### src/rtl/arm7tdmi_pkg.sv
// rtl/arm7tdmi_pkg.sv - shared types for the ARM7TDMI posted-write buffer
package arm7tdmi_pkg;

  localparam int PADDR_MAX = 32;

  localparam logic [1:0] SIZE_BYTE = 2'b00;
  localparam logic [1:0] SIZE_HALF = 2'b01;
  localparam logic [1:0] SIZE_WORD = 2'b10;

  typedef struct packed {
    logic [PADDR_MAX-1:0] paddr;
    logic [1:0]           size;
    logic [31:0]          wdata;
  } wb_entry_t;

  typedef enum logic [1:0] {
    IDLE,
    WAIT_DRAIN,
    DIRECT,
    RESP
  } wb_state_t;

endpackage

### src/rtl/arm7tdmi_wb_fifo.sv
// rtl/arm7tdmi_wb_fifo.sv - synchronous FIFO of posted write entries
module arm7tdmi_wb_fifo
  import arm7tdmi_pkg::*;
#(
  parameter int DEPTH = 4,
  localparam int PW = $clog2(DEPTH),
  localparam int CW = PW + 1
) (
  input  logic          clk,
  input  logic          rst_n,
  input  logic          push,
  input  wb_entry_t     push_data,
  input  logic          pop,
  output wb_entry_t     head,
  output logic [CW-1:0] count,
  output logic          full,
  output logic          empty
);

  wb_entry_t     mem [DEPTH];
  logic [PW-1:0] wr_ptr;
  logic [PW-1:0] rd_ptr;
  logic          do_push;
  logic          do_pop;

  assign do_push = push && !full;
  assign do_pop  = pop && !empty;

  // Pointers are exactly log2(DEPTH) wide, so they wrap modulo DEPTH by themselves.
  always_ff @(posedge clk or negedge rst_n) begin
    if (!rst_n) begin
      wr_ptr <= '0;
      rd_ptr <= '0;
      count  <= '0;
    end else begin
      if (do_push) wr_ptr <= wr_ptr + PW'(1);
      if (do_pop)  rd_ptr <= rd_ptr + PW'(1);
      if (do_push && !do_pop)      count <= count + CW'(1);
      else if (do_pop && !do_push) count <= count - CW'(1);
    end
  end

  always_ff @(posedge clk) begin
    if (do_push) mem[wr_ptr] <= push_data;
  end

  assign head  = mem[rd_ptr];
  assign full  = (count == CW'(DEPTH));
  assign empty = (count == '0);

endmodule

### src/rtl/arm7tdmi_write_buffer.sv
// rtl/arm7tdmi_write_buffer.sv - posted-write buffer between MMU physical port and memory
module arm7tdmi_write_buffer
  import arm7tdmi_pkg::*;
#(
  parameter int DEPTH = 4,
  parameter int ADDR_WIDTH = 32,
  localparam int CW = $clog2(DEPTH) + 1
) (
  input  logic                  clk,
  input  logic                  rst_n,
  input  logic [ADDR_WIDTH-1:0] up_paddr,
  input  logic                  up_req,
  input  logic                  up_write,
  input  logic [1:0]            up_size,
  input  logic [31:0]           up_wdata,
  input  logic                  up_bufferable,
  output logic [31:0]           up_rdata,
  output logic                  up_ready,
  output logic                  up_abort,
  output logic [ADDR_WIDTH-1:0] dn_paddr,
  output logic                  dn_req,
  output logic                  dn_write,
  output logic [1:0]            dn_size,
  output logic [31:0]           dn_wdata,
  input  logic [31:0]           dn_rdata,
  input  logic                  dn_ready,
  input  logic                  dn_abort,
  output logic                  wb_empty,
  output logic [CW-1:0]         wb_count,
  output logic                  wb_error,
  input  logic                  wb_error_clr
);

  wb_state_t state;
  wb_entry_t hold;
  wb_entry_t head;
  wb_entry_t up_entry;
  logic      hold_write;
  logic      resp_abort;
  logic      fifo_empty;
  logic      fifo_full;
  logic      direct;
  logic      drain;
  logic      pop;
  logic      push;
  logic      accept_ok;

  assign up_entry  = '{paddr: PADDR_MAX'(up_paddr), size: up_size, wdata: up_wdata};
  assign direct    = (state == DIRECT);
  assign drain     = !fifo_empty && !direct;
  assign pop       = drain && dn_ready;
  // Blocking acceptance while a response pulse is out keeps a held request from being taken twice.
  assign accept_ok = (state == IDLE) && up_req && !up_ready && !up_abort;
  assign push      = accept_ok && up_write && up_bufferable && !fifo_full;

  arm7tdmi_wb_fifo #(.DEPTH(DEPTH)) u_fifo (
    .clk       (clk),
    .rst_n     (rst_n),
    .push      (push),
    .push_data (up_entry),
    .pop       (pop),
    .head      (head),
    .count     (wb_count),
    .full      (fifo_full),
    .empty     (fifo_empty)
  );

  assign wb_empty = fifo_empty;

  // Memory side is a mux of registered state only; nothing from up_* reaches it directly.
  always_comb begin
    dn_req   = 1'b0;
    dn_write = 1'b0;
    dn_paddr = '0;
    dn_size  = '0;
    dn_wdata = '0;
    if (direct) begin
      dn_req   = 1'b1;
      dn_write = hold_write;
      dn_paddr = ADDR_WIDTH'(hold.paddr);
      dn_size  = hold.size;
      dn_wdata = hold.wdata;
    end else if (drain) begin
      dn_req   = 1'b1;
      dn_write = 1'b1;
      dn_paddr = ADDR_WIDTH'(head.paddr);
      dn_size  = head.size;
      dn_wdata = head.wdata;
    end
  end

  always_ff @(posedge clk or negedge rst_n) begin
    if (!rst_n) begin
      state      <= IDLE;
      hold       <= '0;
      hold_write <= 1'b0;
      resp_abort <= 1'b0;
      up_ready   <= 1'b0;
      up_abort   <= 1'b0;
      up_rdata   <= '0;
      wb_error   <= 1'b0;
    end else begin
      up_ready <= 1'b0;
      up_abort <= 1'b0;
      if (pop && dn_abort)   wb_error <= 1'b1;
      else if (wb_error_clr) wb_error <= 1'b0;
      case (state)
        IDLE: begin
          if (push) begin
            up_ready <= 1'b1;
          end else if (accept_ok && !(up_write && up_bufferable)) begin
            hold       <= up_entry;
            hold_write <= up_write;
            state      <= fifo_empty ? DIRECT : WAIT_DRAIN;
          end
        end
        WAIT_DRAIN: begin
          if (fifo_empty) state <= DIRECT;
        end
        DIRECT: begin
          if (dn_ready) begin
            resp_abort <= dn_abort;
            if (!hold_write && !dn_abort) up_rdata <= dn_rdata;
            state <= RESP;
          end
        end
        RESP: begin
          up_ready <= !resp_abort;
          up_abort <= resp_abort;
          state    <= IDLE;
        end
        default: state <= IDLE;
      endcase
    end
  end

endmodule

### config.mk
export PLATFORM = sky130hd
export DESIGN_NAME = arm7tdmi_write_buffer
export DESIGN_NICKNAME = d
export VERILOG_FILES = /design/src/rtl/arm7tdmi_pkg.sv /design/src/rtl/arm7tdmi_wb_fifo.sv /design/src/rtl/arm7tdmi_write_buffer.sv
export SDC_FILE = /design/constraint.sdc
export NUM_CORES = 1
export LEC_CHECK = 0
export BUFFER_PORTS_ARGS = -buffer_cell sky130_fd_sc_hd__buf_2
export CAP_MARGIN = 20
export CORE_ASPECT_RATIO = 1.75
export CORE_MARGIN = 2
export CORE_UTILIZATION = 30
export CTS_BUF_LIST = sky130_fd_sc_hd__clkbuf_8 sky130_fd_sc_hd__clkbuf_16
export DETAILED_ROUTE_END_ITERATION = 10
export GPL_ROUTABILITY_DRIVEN = 1
export HOLD_SLACK_MARGIN = 0.12
export PLACE_DENSITY = 0.59
export SLEW_MARGIN = 5
export SYNTH_ARGS = -nofsm -noshare
export SYNTH_HDL_FRONTEND = slang
export SYNTH_SLANG_ARGS = --single-unit
### constraint.sdc
create_clock -name clk -period 3.3 [get_ports clk]
set_clock_uncertainty 0.1 [all_clocks]
set_input_delay 0.495 -clock clk [delete_from_list [all_inputs] [get_ports clk]]
set_output_delay 0.495 -clock clk [all_outputs]
set_load 0.02 [all_outputs]
# Word-level counts from Yosys, hierarchy flattened
# Memory sizes are Yosys's and may differ from the RTL's.
# Cells that the tools add are included.
[classes] addsub=4 n_eq_ne=8 n_mux=24 bitwise=1 reduce_logical=35
[ops] operator="32-bit 2-to-1 mux" n=4
[ops] operator="1-bit logical AND" n=16
[ops] operator="2-bit 2-to-1 mux" n=7
[ops] operator="1-bit zero test" n=11
[ops] operator="1-bit 2-to-1 mux" n=9
[ops] operator="2-bit one-hot mux with 4 select lines" n=1
[ops] operator="3-bit 2-to-1 mux" n=2
[ops] operator="2-bit != test, second input constant" n=3
[ops] operator="3-bit AND reduction" n=2
[ops] operator="2-bit by 1-bit adder with 2-bit output, second input constant" n=2
[ops] operator="2-bit == test, second input constant" n=2
[ops] operator="4-bit AND reduction" n=1
[ops] operator="2-bit nonzero test" n=2
[ops] operator="3-bit by 1-bit adder with 3-bit output, second input constant" n=1
[ops] operator="3-bit == test, second input constant" n=1
[ops] operator="3-bit zero test" n=1
[ops] operator="3-bit by 1-bit subtractor with 3-bit output, second input constant" n=1
[ops] operator="2-bit by 1-bit == test with 1-bit output, second input constant" n=1
[ops] operator="2-bit zero test" n=1
[ops] operator="2-bit by 1-bit != test with 1-bit output, second input constant" n=1
[ops] operator="1-bit one-hot mux with 2 select lines" n=1
[ops] operator="2-bit AND reduction" n=1
[ops] operator="1-bit inverter" n=1
[totals] regBits=112 ram_bits=264 in_bits=106 output_inout_bits=107 word_cells=86 n_memories=1
[memory_table] memory="u_fifo.mem" words=4 width=66 rd=1 rd_clocked_by_memory_dff=0 write_ports=1 line="arm7tdmi_wb_fifo.sv:20" rtl="wb_entry_t mem [DEPTH];"

# Logic depth before layout (Yosys ltp)
[logic_depth] ltp_word=12 mapped_depth=12 depth_no_buf=10

# Hierarchy
# Synthesis repeated with hierarchy kept, for this count alone.
[unflattened] cells_unflattened=743 hier_area_um2=14747.9
[modules_own_cells] module="arm7tdmi_wb_fifo" n_inst=1 cells_each=381 area_per_inst_um2=9962.1 seq_area_each_um2=8102.8
[modules_own_cells] module="arm7tdmi_write_buffer" n_inst=1 cells_each=362 area_per_inst_um2=4785.8 seq_area_each_um2=2627.5

# Worst setup path after synthesis
# No wires, ideal clock.
[synth_path] path_kind="register to register" start="register state[0]" end="memory u_fifo.mem[2][0] (netlist name) (enable)" setup_time_ps=431 arrival_time_ps=2812 t_required_ps=2769 path_slack_ps=-43 stages_incl_launch_ff=6 n_path_buf=0 period_less_slack_ps=3343 path_cell_list="dfrtp_1 > inv_1 > ha_1 > nand3_1 > a211oi_2 > and2_1"
[synth_between] elab_chain_len=10
[synth_rtl] item="from (decl)" line="arm7tdmi_write_buffer.sv:34" rtl="wb_state_t state;"
[synth_rtl] item="from (signal assigned)" line="arm7tdmi_write_buffer.sv:114" rtl="state <= fifo_empty ? DIRECT : WAIT_DRAIN;"
[synth_rtl] item="2-bit zero test" line="arm7tdmi_write_buffer.sv:53" rtl="assign accept_ok = (state == IDLE) && up_req && !up_ready && !up_abort;"
[synth_rtl] item="1-bit logical AND (3 in a row)" line="arm7tdmi_write_buffer.sv:53"
[synth_rtl] item="1-bit logical AND (3 in a row)" line="arm7tdmi_write_buffer.sv:54" rtl="assign push = accept_ok && up_write && up_bufferable && !fifo_full;"
[synth_rtl] item="1-bit logical AND" line="arm7tdmi_wb_fifo.sv:26" rtl="assign do_push = push && !full;"
[synth_rtl] item="via u_fifo.do_push" line="arm7tdmi_wb_fifo.sv:23" rtl="logic do_push;"
[synth_rtl] item="1-bit 2-to-1 mux" line="arm7tdmi_wb_fifo.sv:44" rtl="if (do_push) mem[wr_ptr] <= push_data;"
[synth_rtl] item="1-bit 2-to-1 mux (implied by the code)" line="arm7tdmi_wb_fifo.sv:44"
[synth_rtl] item="to (decl)" line="arm7tdmi_wb_fifo.sv:20"
# The timed path passes the listed nets, and every way through them passes these cells.

# Worst setup path after layout
[layout_path] start="register u_fifo.rd_ptr[0]" end="output port dn_paddr[3]"
[layout_between] elab_chain_len=3
[layout_rtl] item="from (decl)" line="arm7tdmi_wb_fifo.sv:22" rtl="logic [PW-1:0] rd_ptr;"
[layout_rtl] item="from (signal assigned)" line="arm7tdmi_wb_fifo.sv:37" rtl="if (do_pop) rd_ptr <= rd_ptr + PW'(1);"
[layout_rtl] item="memory 4 x 66 bit"
[layout_rtl] item="32-bit 2-to-1 mux" line="arm7tdmi_write_buffer.sv:83" rtl="end else if (drain) begin"
[layout_rtl] item="32-bit 2-to-1 mux" line="arm7tdmi_write_buffer.sv:77" rtl="if (direct) begin"
[layout_rtl] item="to (decl)" line="arm7tdmi_write_buffer.sv:20" rtl="output logic [ADDR_WIDTH-1:0] dn_paddr,"
# No other way between the ends.

==> results.md <==
- Sequential fraction of the synthesis area: 73.3%
- Clock root cell: clkbuf_16
- Setup TNS: 0 ps
- Maximum number of pins on one net before global-route repair: 69
- Worst Path Class, Setup: register to output pin
- EDFF count, synth: 264
- Fin crit share: 87.8%
- Worst min path class: input pin to register
- Fraction of registers with async set or reset after synthesis: 29.8%
- Top flip-flop cell by instance count after synthesis: edfxtp_1
- Top achievable clock speed: 345 MHz
- CTS Buf Count: 37
- RSZ-0062 raised after global routing: false
- Static leakage power: 7.16 nW
- First-pass iteration count of the detailed router: 4
- Outcome: finished clean
- Post-Synthesis Net Count: 828
- Depth of the worst hold-timing path: 1
- Area of the core region: 48,500 µm²
- Chip Height: 296 µm
- Final core occ: 39.0%
- Initial core utilization: 30.2%
- Chip width: 171 µm
- Vias per std cell: 4.62
- Total routing resource utilization after global routing: 13.4%
- Critical Path End Type: output pin
- Worst reg-to-reg setup slack: 730 ps
- Synth unique cells: 35
- DR iter-0 viols: 396
- Drc violations: 0
- CP arrival: 2300 ps
- Crit path required time: 2700 ps
- Mapped Avg Cell Area: 20.6 µm²
- # Post-CTS Setup Buffers: 0
- Multi-input gate area: 3650 µm²
- Cells on worst reg2reg path: 11
- Cells after synthesis: 711
- Max-slew headroom: 59.2%
- Largest stage delay on the critical path: 540 ps
- Maximum level of the CTS H-tree: 2
- Synth-to-Final Area Change: 29.2%
- ANT cells: 0
- Count of nets left with antenna violations after detail routing: 0
- Overall overflow remaining after global route: 0
- CP max-delay cell: mux4_2
- Area taken by flip-flops and latches: 10,700 µm²
- Total half-perimeter wirelength after legalization and detailed placement: 19,900 µm
- Count of vias placed by the detailed router: 7,973
- Via count of the first global-routing pass: 8,639
- Start point of the worst min-delay path: up_paddr[11]
- Hold violation total from the final report: 0
- Global placement routability congestion: 0.692
- Floorplan row count: 107
- # clock sinks: 376
- CTS tree: done
- Max-cap viol count: 0
- Count of buffers inserted at the top-level ports: 212
- Largest driver fanout on the critical path: 16
- Number of nets in the layout: 1,160
- CP Launch Point: u_fifo.rd_ptr[0]
- Worst Tran Pin Value: 613 ps
- Power per standard cell area: 907 nW/µm²
- Mapped Area: 14,600 µm²
- Hold endpoint: u_fifo.mem[0][45]
- Source-to-sink clock delay at the later pin of the worst-skew pair: 530 ps
- Worst R2R Start: state[0]
- YS warnings: 0
- Final critical-path required period: 2900 ps
- IR drop worst, VDD: 612 µV
- Flops & latches, synth: 376
- Final setup violation count: 0
- Total Die Area: 50,600 µm²
- Maximum count of clock buffers along a single path: 3
- Wirelength per Cell: 19.8 µm
- Top-Level Pins: 213
- Number of filler cells placed in the layout: 4,463
- Post-detailed-routing wire length: 34,200 µm
- Sort of element at the start of the critical path: register
- Post-CTS clock slew at the launch and capture registers of the worst setup and hold paths: 70 ps
- Initial antenna violation count: 1
- Slew Viols, Final: 0
- Critical-path cell list: buf_4 -> mux4_2 -> a22o_1 -> buf_2
- Ratio of cells with drive above 1 in the final layout: 43.8%
- First-pass GRT wire length: 51,200 µm
- Endpoint of the most critical register-to-register path: u_fifo.count[2]
==> state kept, by name, indices dropped and copies added, names as in the netlist <==
name / flops
up_abort: 1
hold_write: 1
resp_abort: 1
u_fifo.wr_ptr: 2
u_fifo.count: 3
u_fifo.rd_ptr: 2
up_ready: 1
up_rdata: 32
u_fifo.mem: 264
wb_error: 1
state: 2
hold: 66
==> metrics by stage <==
stage | hold slack (ps) | instances | instance area [µm²] | setup WS, ps | total power [mW]
after global placement | 369 | 1557 | 16600 | 753 | 12.9
after global routing | 134 | 1726 | 18900 | 286 | 18.0
after detailed placement | 383 | 1557 | 16600 | 732 | 12.9
after floorplan | 99.4 | 711 | 14600 | 661 | 10.8
after CTS | 122 | 1726 | 18900 | 323 | 17.4
final | 128 | 1726 | 18900 | 402 | 17.1
==> layout by cell type (no fill, tap or decap), types with 4 or more instances in the layout <==
cell and n:
edfxtp_1 264, buf_2 211, dfrtp_1 110, dlygate4sd3_1 101, mux2_2 100, mux4_2 66
a22o_1 66, clkbuf_16 39, inv_1 15, buf_12 14, ha_1 9, buf_4 7
nor2_1 5, nand2_1 5, clkbuf_8 5, nand3_1 4, and2_4 4, xnor2_1 4
clkinvlp_4 4
==> critical path, delay by kind of cell, from the launching register on <==
kind | cells | cell delay (ps)
muxes | 1 | 540
buffers and inverters | 2 | 510
DFF | 1 | 480
AOI/OAI and AO/OA | 1 | 230
==> cells by family (layout without fill, tap and decap cells) <==
| group | after synthesis | in the layout | synth area share [%] |
|---|---|---|---|
| DFF | 376 | 376 | 73.3 |
| AOI/OAI and AO/OA | 73 | 73 | 4.38 |
| muxes | 168 | 168 | 18.0 |
| xor gates and xnor gates | 6 | 6 | 0.359 |
| adders and majority gates | 11 | 11 | 0.992 |
| buffers and inverters | 49 | 410 | 1.90 |
| and+or+nand+nor | 28 | 28 | 1.02 |
==> per-layer routing <==
layer  up-vias  GRT usage (%)  routed length [µm]
met5         -              0                  13
met4         2           4.63                 884
met3        48           2.27                1480
met2       215           24.6               18200
met1      4171           15.8               13700
li1       3537              -                   -
==> report_power, final <==
part / total [mW] / internal, mW / switching, mW / leakage, nW
registers: 6.33 / 5.86 / 0.472 / 3.72
clock network: 4.31 / 2.50 / 1.80 / 0.632
logic: 6.50 / 2.89 / 3.61 / 2.82
==> what timing repair did <==
| action | in CTS | in global routing |
|---|---|---|
| resized for setup | 0 | 0 |
| hold buffers | 101 | 0 |
| endpoints found under the hold margin | 338 | 0 |
| endpoints found under the setup margin | 0 | 0 |
==> cells in the mapped netlist, types with 3 or more instances <==
master	count	area [µm²]
a22o_1	66	578
and2_1	5	31.3
buf_1	4	15.0
buf_2	19	95.1
buf_4	3	22.5
clkbuf_1	10	37.5
dfrtp_1	112	2800
edfxtp_1	264	7930
ha_1	10	125
inv_1	7	26.3
mux2_2	100	1130
mux4_2	66	1490
nand2_1	5	18.8
nand3_1	4	20.0
nor2_1	6	22.5
xnor2_1	4	35.0
==> layout make-up <==
cell class              instances  share of cell area, %
flip-flops and latches        376                   56.8
repair buffers                334                   12.8
inverters                       8                  0.159
well taps                     654                   4.33
clock buffers                  44                   5.53
multi-input cells             286                   19.3
clock inverters                24                   1.09
==> worst max-delay path by stage <==
| stage | cells after the start | end | slack (ps) |
|---|---|---|---|
| after global routing | 4 | dn_wdata[9] | 290 |
| after detailed placement | 11 | u_fifo.count[2] | 730 |
| after floorplan | 5 | u_fifo.mem[0][0] | 660 |
| after global placement | 11 | u_fifo.count[2] | 750 |
| after CTS | 4 | dn_paddr[0] | 320 |
| final | 4 | dn_paddr[3] | 400 |
Power figures use the tool's default switching activity.
